File: src/rtl/prog_sequence_counter.sv
// prog_sequence_counter: steps through a run-time programmable table of
// WIDTH-bit codes, forward or backward, in wrap or one-shot mode, and
// pulses tc on each end-of-sequence step.
// Optional feature macro: SEQ_TOGGLE_EN adds the t_vec toggle-mask output.
module prog_sequence_counter #(
  parameter int WIDTH = 4,
  parameter int DEPTH = 16
) (
  input  logic                     clk,
  input  logic                     clear,
  input  logic                     en,
  input  logic                     dir,
  input  logic                     oneshot,
  input  logic                     restart,
  input  logic                     wr_en,
  input  logic [$clog2(DEPTH)-1:0] wr_addr,
  input  logic [WIDTH-1:0]         wr_data,
  input  logic                     len_we,
  input  logic [$clog2(DEPTH):0]   len_val,
  output logic [WIDTH-1:0]         q,
  output logic [$clog2(DEPTH)-1:0] idx,
  output logic                     tc,
  output logic                     done
`ifdef SEQ_TOGGLE_EN
  ,
  output logic [WIDTH-1:0]         t_vec
`endif
);

  localparam int AW = $clog2(DEPTH);
  localparam logic [AW:0] DEPTH_L = (AW+1)'(DEPTH);

  logic [WIDTH-1:0] tbl [DEPTH];
  logic [AW:0]      len;
  logic [AW:0]      len_eff;
  logic [AW-1:0]    last;
  logic [AW-1:0]    next_idx;
  logic             len_ok;
  logic             clamp;
  logic             step;
  logic             at_end;

  // Step decode: a legal length write takes effect on the same edge, so the
  // end-of-sequence position is judged against the incoming length.
  always_comb begin
    len_ok   = len_we && (len_val != '0) && (len_val <= DEPTH_L);
    len_eff  = len_ok ? len_val : len;
    last     = AW'(len_eff - (AW+1)'(1));
    step     = en && !done && !restart;
    clamp    = len_ok && ({1'b0, idx} >= len_val);
    at_end   = dir ? (idx == '0) : (idx == last);
    next_idx = idx;
    if (!at_end) begin
      next_idx = dir ? (idx - AW'(1)) : (idx + AW'(1));
    end else if (!oneshot) begin
      next_idx = dir ? last : '0;
    end
  end

  // Current code is read straight from the table at the current index.
  always_comb begin
    q = tbl[idx];
  end

`ifdef SEQ_TOGGLE_EN
  // Bits of q that will flip on the coming edge if a step happens.
  always_comb begin
    t_vec = step ? (tbl[idx] ^ tbl[next_idx]) : '0;
  end
`endif

  // Index, length, terminal-count and done registers; restart beats the
  // length clamp, which beats a normal step.
  always_ff @(posedge clk or posedge clear) begin
    if (clear) begin
      idx  <= '0;
      len  <= DEPTH_L;
      tc   <= 1'b0;
      done <= 1'b0;
    end else begin
      len <= len_eff;
      tc  <= 1'b0;
      if (restart) begin
        idx  <= dir ? last : '0;
        done <= 1'b0;
      end else if (clamp) begin
        idx <= '0;
      end else if (step) begin
        idx <= next_idx;
        tc  <= at_end;
        if (at_end && oneshot) begin
          done <= 1'b1;
        end
      end
    end
  end

  // Code table: identity on clear, otherwise written independently of stepping.
  always_ff @(posedge clk or posedge clear) begin
    if (clear) begin
      for (int unsigned i = 0; i < DEPTH; i++) begin
        tbl[i] <= WIDTH'(i);
      end
    end else if (wr_en && (int'(wr_addr) < DEPTH)) begin
      tbl[wr_addr] <= wr_data;
    end
  end

endmodule

File: config.mk
export PLATFORM = sky130hd
export DESIGN_NAME = prog_sequence_counter
export DESIGN_NICKNAME = d
export VERILOG_FILES = /design/src/rtl/prog_sequence_counter.sv
export SDC_FILE = /design/constraint.sdc
export NUM_CORES = 1
export LEC_CHECK = 0
export CAP_MARGIN = 5
export CORE_MARGIN = 1.5
export CORE_UTILIZATION = 59
export CTS_CLUSTER_DIAMETER = 120
export DETAILED_ROUTE_END_ITERATION = 10
export PLACE_DENSITY = 0.8
export SKIP_LAST_GASP = 1
export SYNTH_ARGS = -nofsm -noshare
export SYNTH_HDL_FRONTEND = slang
export SYNTH_SLANG_ARGS = --single-unit
export TNS_END_PERCENT = 5
File: constraint.sdc
create_clock -name clk -period 6 [get_ports clk]
set_input_delay 1.2 -clock clk [delete_from_list [all_inputs] [get_ports clk]]
set_output_delay 1.2 -clock clk [all_outputs]
set_load 0.05 [all_outputs]
==> out/summary.txt, run 1 <==
DRT Pass-1 Iters: 4
die area: 0.00741 sq mm
synth warn: 0
Flop pwr share: 0.367
IO Port Bufs: 30
vias in the first global route: 2899
minimum clock period: 4530 ps
initial antenna violation count: 0
Syn Inst Count: 330
Area growth syn-to-layout: 14.7%
Post-synth top flop: dfrtp_1
status: completed
slowest CP cell: nor4_4
max-slew violation count: 0
Post-synth EDFFs: 0
Buffers & Inverters on Critical Path: 1
Clock power frac: 0.206
Num CTS Buffers: 9
post_cts resized: 0
Core Area: 0.00672 sq mm
Wirelength per Cell: 19.2 um
Leak: 1.90 nW
total track usage: 0.252
Synth cell types: 46
Max IR drop VDD: 389 uV
RSZ-0062 raised after global routing: no
CTS tree: yes
worst endpoint required time: 6230 ps
Sw Share: 0.381
first-pass GRT wire length: 14.2 mm
largest net degree at the start of global routing: 49
Hold WC Path Type: reg -> reg
Setup CP Type: in -> reg
sw power: 805 uW
DRC: 0
routed vias/inst: 6.27
post-synthesis sequential area ratio: 0.465
GP Congestion: 0.957
CP delay by family, top: simple AND/OR/NAND/NOR gates
Hold WS: 509 ps
clk buf depth: 2
syn avg cell area: 12.3 sq um
f_max: 0.221 GHz
Logic pwr share: 0.427
initial core utilization: 0.606
Placed Instances: 429
Post-CTS Setup Bufs: 0
period utilization: 0.756
Final nets: 389
H-Tree Depth: 3
CP Capture Type: register
critical path cell sequence: clkdlybuf4s50_1, nor4_4, mux2i_1, nor2_1, ha_1, nand3b_1, mux2i_1, a311oi_1, xnor2_1, a311oi_4, or2_4, a41o_1
worst slew pin tran: 991 ps
CTS Hold Bufs: 0
WL final: 8.56 mm
FFs w/ async S/R, synth: 1.00
top cells by area, synth: dfrtp_1, dfstp_2, mux2_2, mux2i_1, mux4_2
power per cell area: 453 mW/mm^2
area leader, netlist: dfrtp_1
setup tns final: 0 ps
chip width: 86.1 um
max_cap viols: 0
Clock Latency Late Sink: 350 ps
IO Pins: 31
Post-Synthesis Cell Area: 0.00407 sq mm
top cell type's share of synthesized area: 0.258
worst-path fanout max: 7
Syn Nets: 359
ANT nets after route: 0
crit-path most repeated cell: mux2i_1
critical path launch point type: input pin
fraction of layout cells with a size suffix above 1: 0.370
post-DP HPWL: 6.18 mm
Finished Layout Cells: 445
#FFs+latches synth: 74
Die H: 86.1 um
Tot Pwr: 2.11 mW
P_int: 1.31 mW
Layout Skew: 9.54 ps
grt ovf: 0
Critical Path Max Stage Delay: 530 ps
clock root cell: clkbuf_8
Clock Sink Count: 74
Final Core Density: 0.695
vias: 2788
Iteration-0 DRC Markers: 119
Worst-path clk slew: 80 ps
endpoints failing hold: 0
FP Rows: 30
data arrival time at the worst-slack endpoint: 4770 ps
Final setup viols: 0
worst rel slew slack: 0.338
diode count: 0
==> state kept, by name, summed over array words and instances (netlist names) <==
name,count
done,1
idx,4
len,4
tbl,64
tc,1
==> cell usage in the layout, fill, tap and decap left out, drive strengths merged, types with 8 or more instances in the layout <==
master          n
clkbuf         10
nor2           22
a221oi          8
mux4            8
clkdlybuf4s50  30
nand2           8
inv            13
dfrtp          42
mux2           65
dfstp          32
o21ai          10
mux2i          20
==> Yosys cell counts (3+ instances only) <==
cell      count
mux2_2       65
buf_1         4
o21ai_0      10
or3_1         3
nor2_1       22
nand3_1       6
dfstp_2      32
ha_1          7
mux4_2        8
a21o_1        5
inv_1        13
a22oi_1       5
mux2i_1      20
nor2b_1       3
dfrtp_1      42
nor3_1        5
clkbuf_1      9
a21oi_1       5
nand2_1       8
a31oi_1       4
a221oi_1      8
nand3b_1      7
xnor2_1       6
nand2b_1      7
==> per-layer routing <==
layer	track usage	routed length, um	share of wire	up-vias
li1	-	-	-	1286
met1	0.316	3580	0.42	1393
met2	0.428	4390	0.51	87
met3	0.0414	421	0.049	22
met4	0.116	174	0.020	0
met5	0	0	0	-
==> kinds of logic (layout without fill, tap and decap cells) <==
| kind of cell | count (synthesis) | in the layout | share of synthesized area |
|---|---|---|---|
| fa+ha+maj | 8 | 8 | 0.0264 |
| simple gates | 72 | 72 | 0.103 |
| xor+xnor | 7 | 7 | 0.0187 |
| flops | 74 | 74 | 0.465 |
| mux | 93 | 93 | 0.273 |
| compound gates | 49 | 49 | 0.0891 |
| buf+inv | 27 | 62 | 0.0252 |
==> stage by stage <==
| step | worst slack, ps | cell area (sq um) |
|---|---|---|
| after global placement | 1310 | 4440 |
| after detailed placement | 1090 | 4440 |
| final | 1470 | 4670 |
| after floorplan | 1460 | 4070 |
| after global routing | 1230 | 4670 |
| after CTS | 1480 | 4670 |
==> cell type report <==
class                      count  area (sq um)
multi-input combinational    229          2080
fill                         484          2050
sequential                    74          1890
timing repair buffer          33           323
clock buffer                  10           138
tap                           80           100
clock inverter                 6          90.1
inverter                      13          48.8
==> final timing paths <==
path | startpoint | to | slack, ps | cells after the start
worst max-delay path | len_val[0] | idx[3] | 1470 | 12
worst min-delay path | tbl[28] | tbl[28] | 510 | 1
worst max register to register | idx[0] | idx[1] | 2970 | 9
worst min register to register | tbl[28] | tbl[28] | 510 | 1
max in group asynchronous | clear | tbl[49] | 3640 | 3
min in group asynchronous | clear | idx[1] | 1390 | 2
==> power by group through the flow <==
stage / clock network (mW) / registers, mW / logic [mW]
finish: 0.436 / 0.776 / 0.902
global route: 0.465 / 0.797 / 0.966
CTS: 0.445 / 0.775 / 0.902
detailed placement: 0 / 0.784 / 0.899
global placement: 0 / 0.775 / 0.878
floorplan: 0 / 0.760 / 0.676
No activity file was read; power rests on OpenSTA's default activity.
==> run 2: changes to the inputs <==
--- a/config.mk
+++ b/config.mk
@@ -7,10 +7,10 @@
 export LEC_CHECK = 0
 export CAP_MARGIN = 5
 export CORE_MARGIN = 1.5
-export CORE_UTILIZATION = 59
+export CORE_UTILIZATION = 53
 export CTS_CLUSTER_DIAMETER = 120
 export DETAILED_ROUTE_END_ITERATION = 10
-export PLACE_DENSITY = 0.8
+export PLACE_DENSITY = 0.76
 export SKIP_LAST_GASP = 1
 export SYNTH_ARGS = -nofsm -noshare
 export SYNTH_HDL_FRONTEND = slang
==> constraint.sdc (replaced) <==
create_clock -name clk -period 4.05 [get_ports clk]
set_input_delay 0.81 -clock clk [delete_from_list [all_inputs] [get_ports clk]]
set_output_delay 0.81 -clock clk [all_outputs]
set_load 0.05 [all_outputs]
==> run 2 against run 1 <==
First-iteration DRC count increased by 59%. Global-route usage shrank 2.9 points. Clock-buffer cell count fell by 1. Critical path type unchanged. Critical path depth up 4. Clock power up 37%. Power is 46% higher. Setup slack got worse by 1000 ps. Clock skew decreased by 3.9 ps. Die area rose by 11%. Final cell count is 6.1% higher. Highest routed layer unchanged. Non-clock buffer count is 8 higher. Largest cell class unchanged.
==> out/summary.txt, run 2 (synthesized netlist as in run 1, its figures left out) <==
status: completed (unchanged)
RR Endpoint: idx[1] (unchanged)
Largest register FFs: 64 (unchanged)
vias in the first global route: 2856 (was 2899)
post-DP HPWL: 6.21 mm (was 6.18 mm)
fillers: 584 (was 484)
vias: 2787 (was 2788)
Max IR drop VDD: 328 uV (was 389 uV)
Critical Path Max Stage Delay: 490 ps (was 530 ps)
worst rel slew slack: 0.485 (was 0.338)
Leak: 1.94 nW (was 1.90 nW)
Worst Hold Launch: tbl[60] (was tbl[28])
Logic pwr share: 0.442 (was 0.427)
Reg area: 0.00189 sq mm (unchanged)
routed vias/inst: 5.90 (was 6.27)
setup tns final: 0 ps (unchanged)
Post-CTS Setup Bufs: 0 (unchanged)
initial core utilization: 0.555 (was 0.606)
Die H: 90.6 um (was 86.1 um)
fraction of layout cells with a size suffix above 1: 0.394 (was 0.370)
Num CTS Buffers: 9 (unchanged)
total track usage: 0.222 (was 0.252)
launch point of the worst path: len_val[1] (was len_val[0])
Setup CP Type: in -> reg (unchanged)
Area growth syn-to-layout: 16.0% (was 14.7%)
CTS tree: yes (unchanged)
Reg2Reg Depth: 7 (was 9)
final worst slack: 444 ps (was 1470 ps)
Core Area: 0.00733 sq mm (was 0.00672 sq mm)
diode count: 0 (unchanged)
sw power: 1.21 mW (was 805 uW)
CP Capture Type: register (unchanged)
Final setup viols: 0 (unchanged)
grt ovf: 0 (unchanged)
Flop pwr share: 0.364 (was 0.367)
Wirelength per Cell: 18.1 um (was 19.2 um)
IO Pins: 31 (unchanged)
most frequent cells in the layout: mux2_2, dfrtp_1, dfstp_2, clkdlybuf4s50_1, nor2_1 (unchanged)
H-Tree Depth: 3 (unchanged)
GP Congestion: 0.855 (was 0.957)
minimum clock period: 3610 ps
max-slew violation count: 0 (unchanged)
pre-CTS setup slack: 102 ps (was 1090 ps)
Top Registers: tbl: 64 flops, idx: 4 flops, len: 4 flops (unchanged)
endpoints failing hold: 0 (unchanged)
worst-case hold path end point: tbl[60] (was tbl[28])
clk buf depth: 2 (unchanged)
Iteration-0 DRC Markers: 189 (was 119)
ANT nets after route: 0 (unchanged)
worst flop-to-flop path startpoint: idx[1] (was idx[0])
CTS Hold Bufs: 0 (unchanged)
f_max: 0.277 GHz
placed instance area: 0.00451 sq mm (was 0.00444 sq mm)
RSZ-0062 raised after global routing: no (unchanged)
hold depth: 1 (unchanged)
DRC: 0 (unchanged)
die area: 0.00822 sq mm (was 0.00741 sq mm)
Layout Skew: 5.64 ps (was 9.54 ps)
worst slew pin tran: 766 ps (was 991 ps)
period utilization: 0.890
commonest non-fill, non-tap cell in the layout: mux2_2 (unchanged)
IO Port Bufs: 30 (unchanged)
Final nets: 397 (was 389)
initial antenna violation count: 0 (unchanged)
Clock power frac: 0.194 (was 0.206)
max_cap viols: 0 (unchanged)
critical path cell sequence: clkdlybuf4s50_1, nor4_4, xnor2_1, inv_1, nand2_1, mux2i_1, ha_1, nand3b_1, mux2i_1, a311oi_1, buf_4, xnor2_1, buf_4, a311oi_4, or2_4, a31oi_1 (was clkdlybuf4s50_1, nor4_4, mux2i_1, nor2_1, ha_1, nand3b_1, mux2i_1, a311oi_1, xnor2_1, a311oi_4, or2_4, a41o_1)
Multi-input gate area: 0.00208 sq mm (unchanged)
largest reg by FF count: tbl (unchanged)
Finished Layout Cells: 472 (was 445)
Placed Instances: 456 (was 429)
largest net degree at the start of global routing: 29 (was 49)
R2R Setup Slk: 1160 ps (was 2970 ps)
Sw Share: 0.392 (was 0.381)
worst-path fanout max: 5 (was 7)
Hold WC Path Type: reg -> reg (unchanged)
design area: 0.00472 sq mm (was 0.00467 sq mm)
Worst-path clk slew: 80 ps (about the same)
clock root cell: clkbuf_8 (unchanged)
chip width: 90.6 um (was 86.1 um)
Clock Sink Count: 74 (unchanged)
Final Core Density: 0.644 (was 0.695)
data arrival time at the worst-slack endpoint: 3820 ps (was 4770 ps)
FP Rows: 31 (was 30)
first-pass GRT wire length: 14.4 mm (was 14.2 mm)
WL final: 8.54 mm (was 8.56 mm)
P_int: 1.88 mW (was 1.31 mW)
critical path launch point type: input pin (unchanged)
Clock Latency Late Sink: 350 ps (about the same)
post_cts resized: 0 (unchanged)
power per cell area: 654 mW/mm^2 (was 453 mW/mm^2)
worst endpoint required time: 4270 ps (was 6230 ps)
DRT Pass-1 Iters: 4 (unchanged)
slowest CP cell: clkdlybuf4s50_1 (was nor4_4)
## run 2: power by group through the flow
stage	registers, mW	logic [mW]	clock network [mW]
2_1_floorplan	1.13	1.00	0
3_3_place_gp	1.12	1.34	0
3_5_place_dp	1.14	1.37	0
4_1_cts	1.12	1.37	0.612
5_1_grt	1.15	1.46	0.640
6_report	1.12	1.37	0.599
## run 2: layout make-up
cell class              instances  area share
inverters                      13      0.0103
flip-flops and latches         74       0.401
repair buffers                 41      0.0790
clock buffers                   9      0.0262
multi-input cells             229       0.440
clock inverters                 7      0.0178
well taps                      99      0.0262
## run 2: per-stage QoR
step	total power [mW]	hold slack, ps
after floorplan	2.13	475
after global placement	2.47	486
after detailed placement	2.50	492
after CTS	3.11	512
after global routing	3.25	527
final	3.09	509
## run 2: critical path, delay by kind of cell
kind | cells | cell delay (ps)
buf+inv | 4 | 850
simple gates | 4 | 740
compound gates | 3 | 520
mux | 2 | 390
xor+xnor | 2 | 260
fa+ha+maj | 1 | 240
## run 2: worst max path at each step
stage	to	slack, ps	depth (start not counted)
after floorplan	q[1]	-100	7
after global placement	idx[3]	180	15
after detailed placement	idx[1]	100	16
after CTS	idx[1]	440	16
after global routing	idx[1]	140	15
final	idx[1]	440	16
## run 2: routing by layer
metal	vias to the layer above	wire length (um)	GRT usage
met1	1403	4010	0.311
met4	0	111	0.0741
met2	71	4090	0.353
li1	1302	-	-
met3	11	327	0.0354
met5	-	0	0
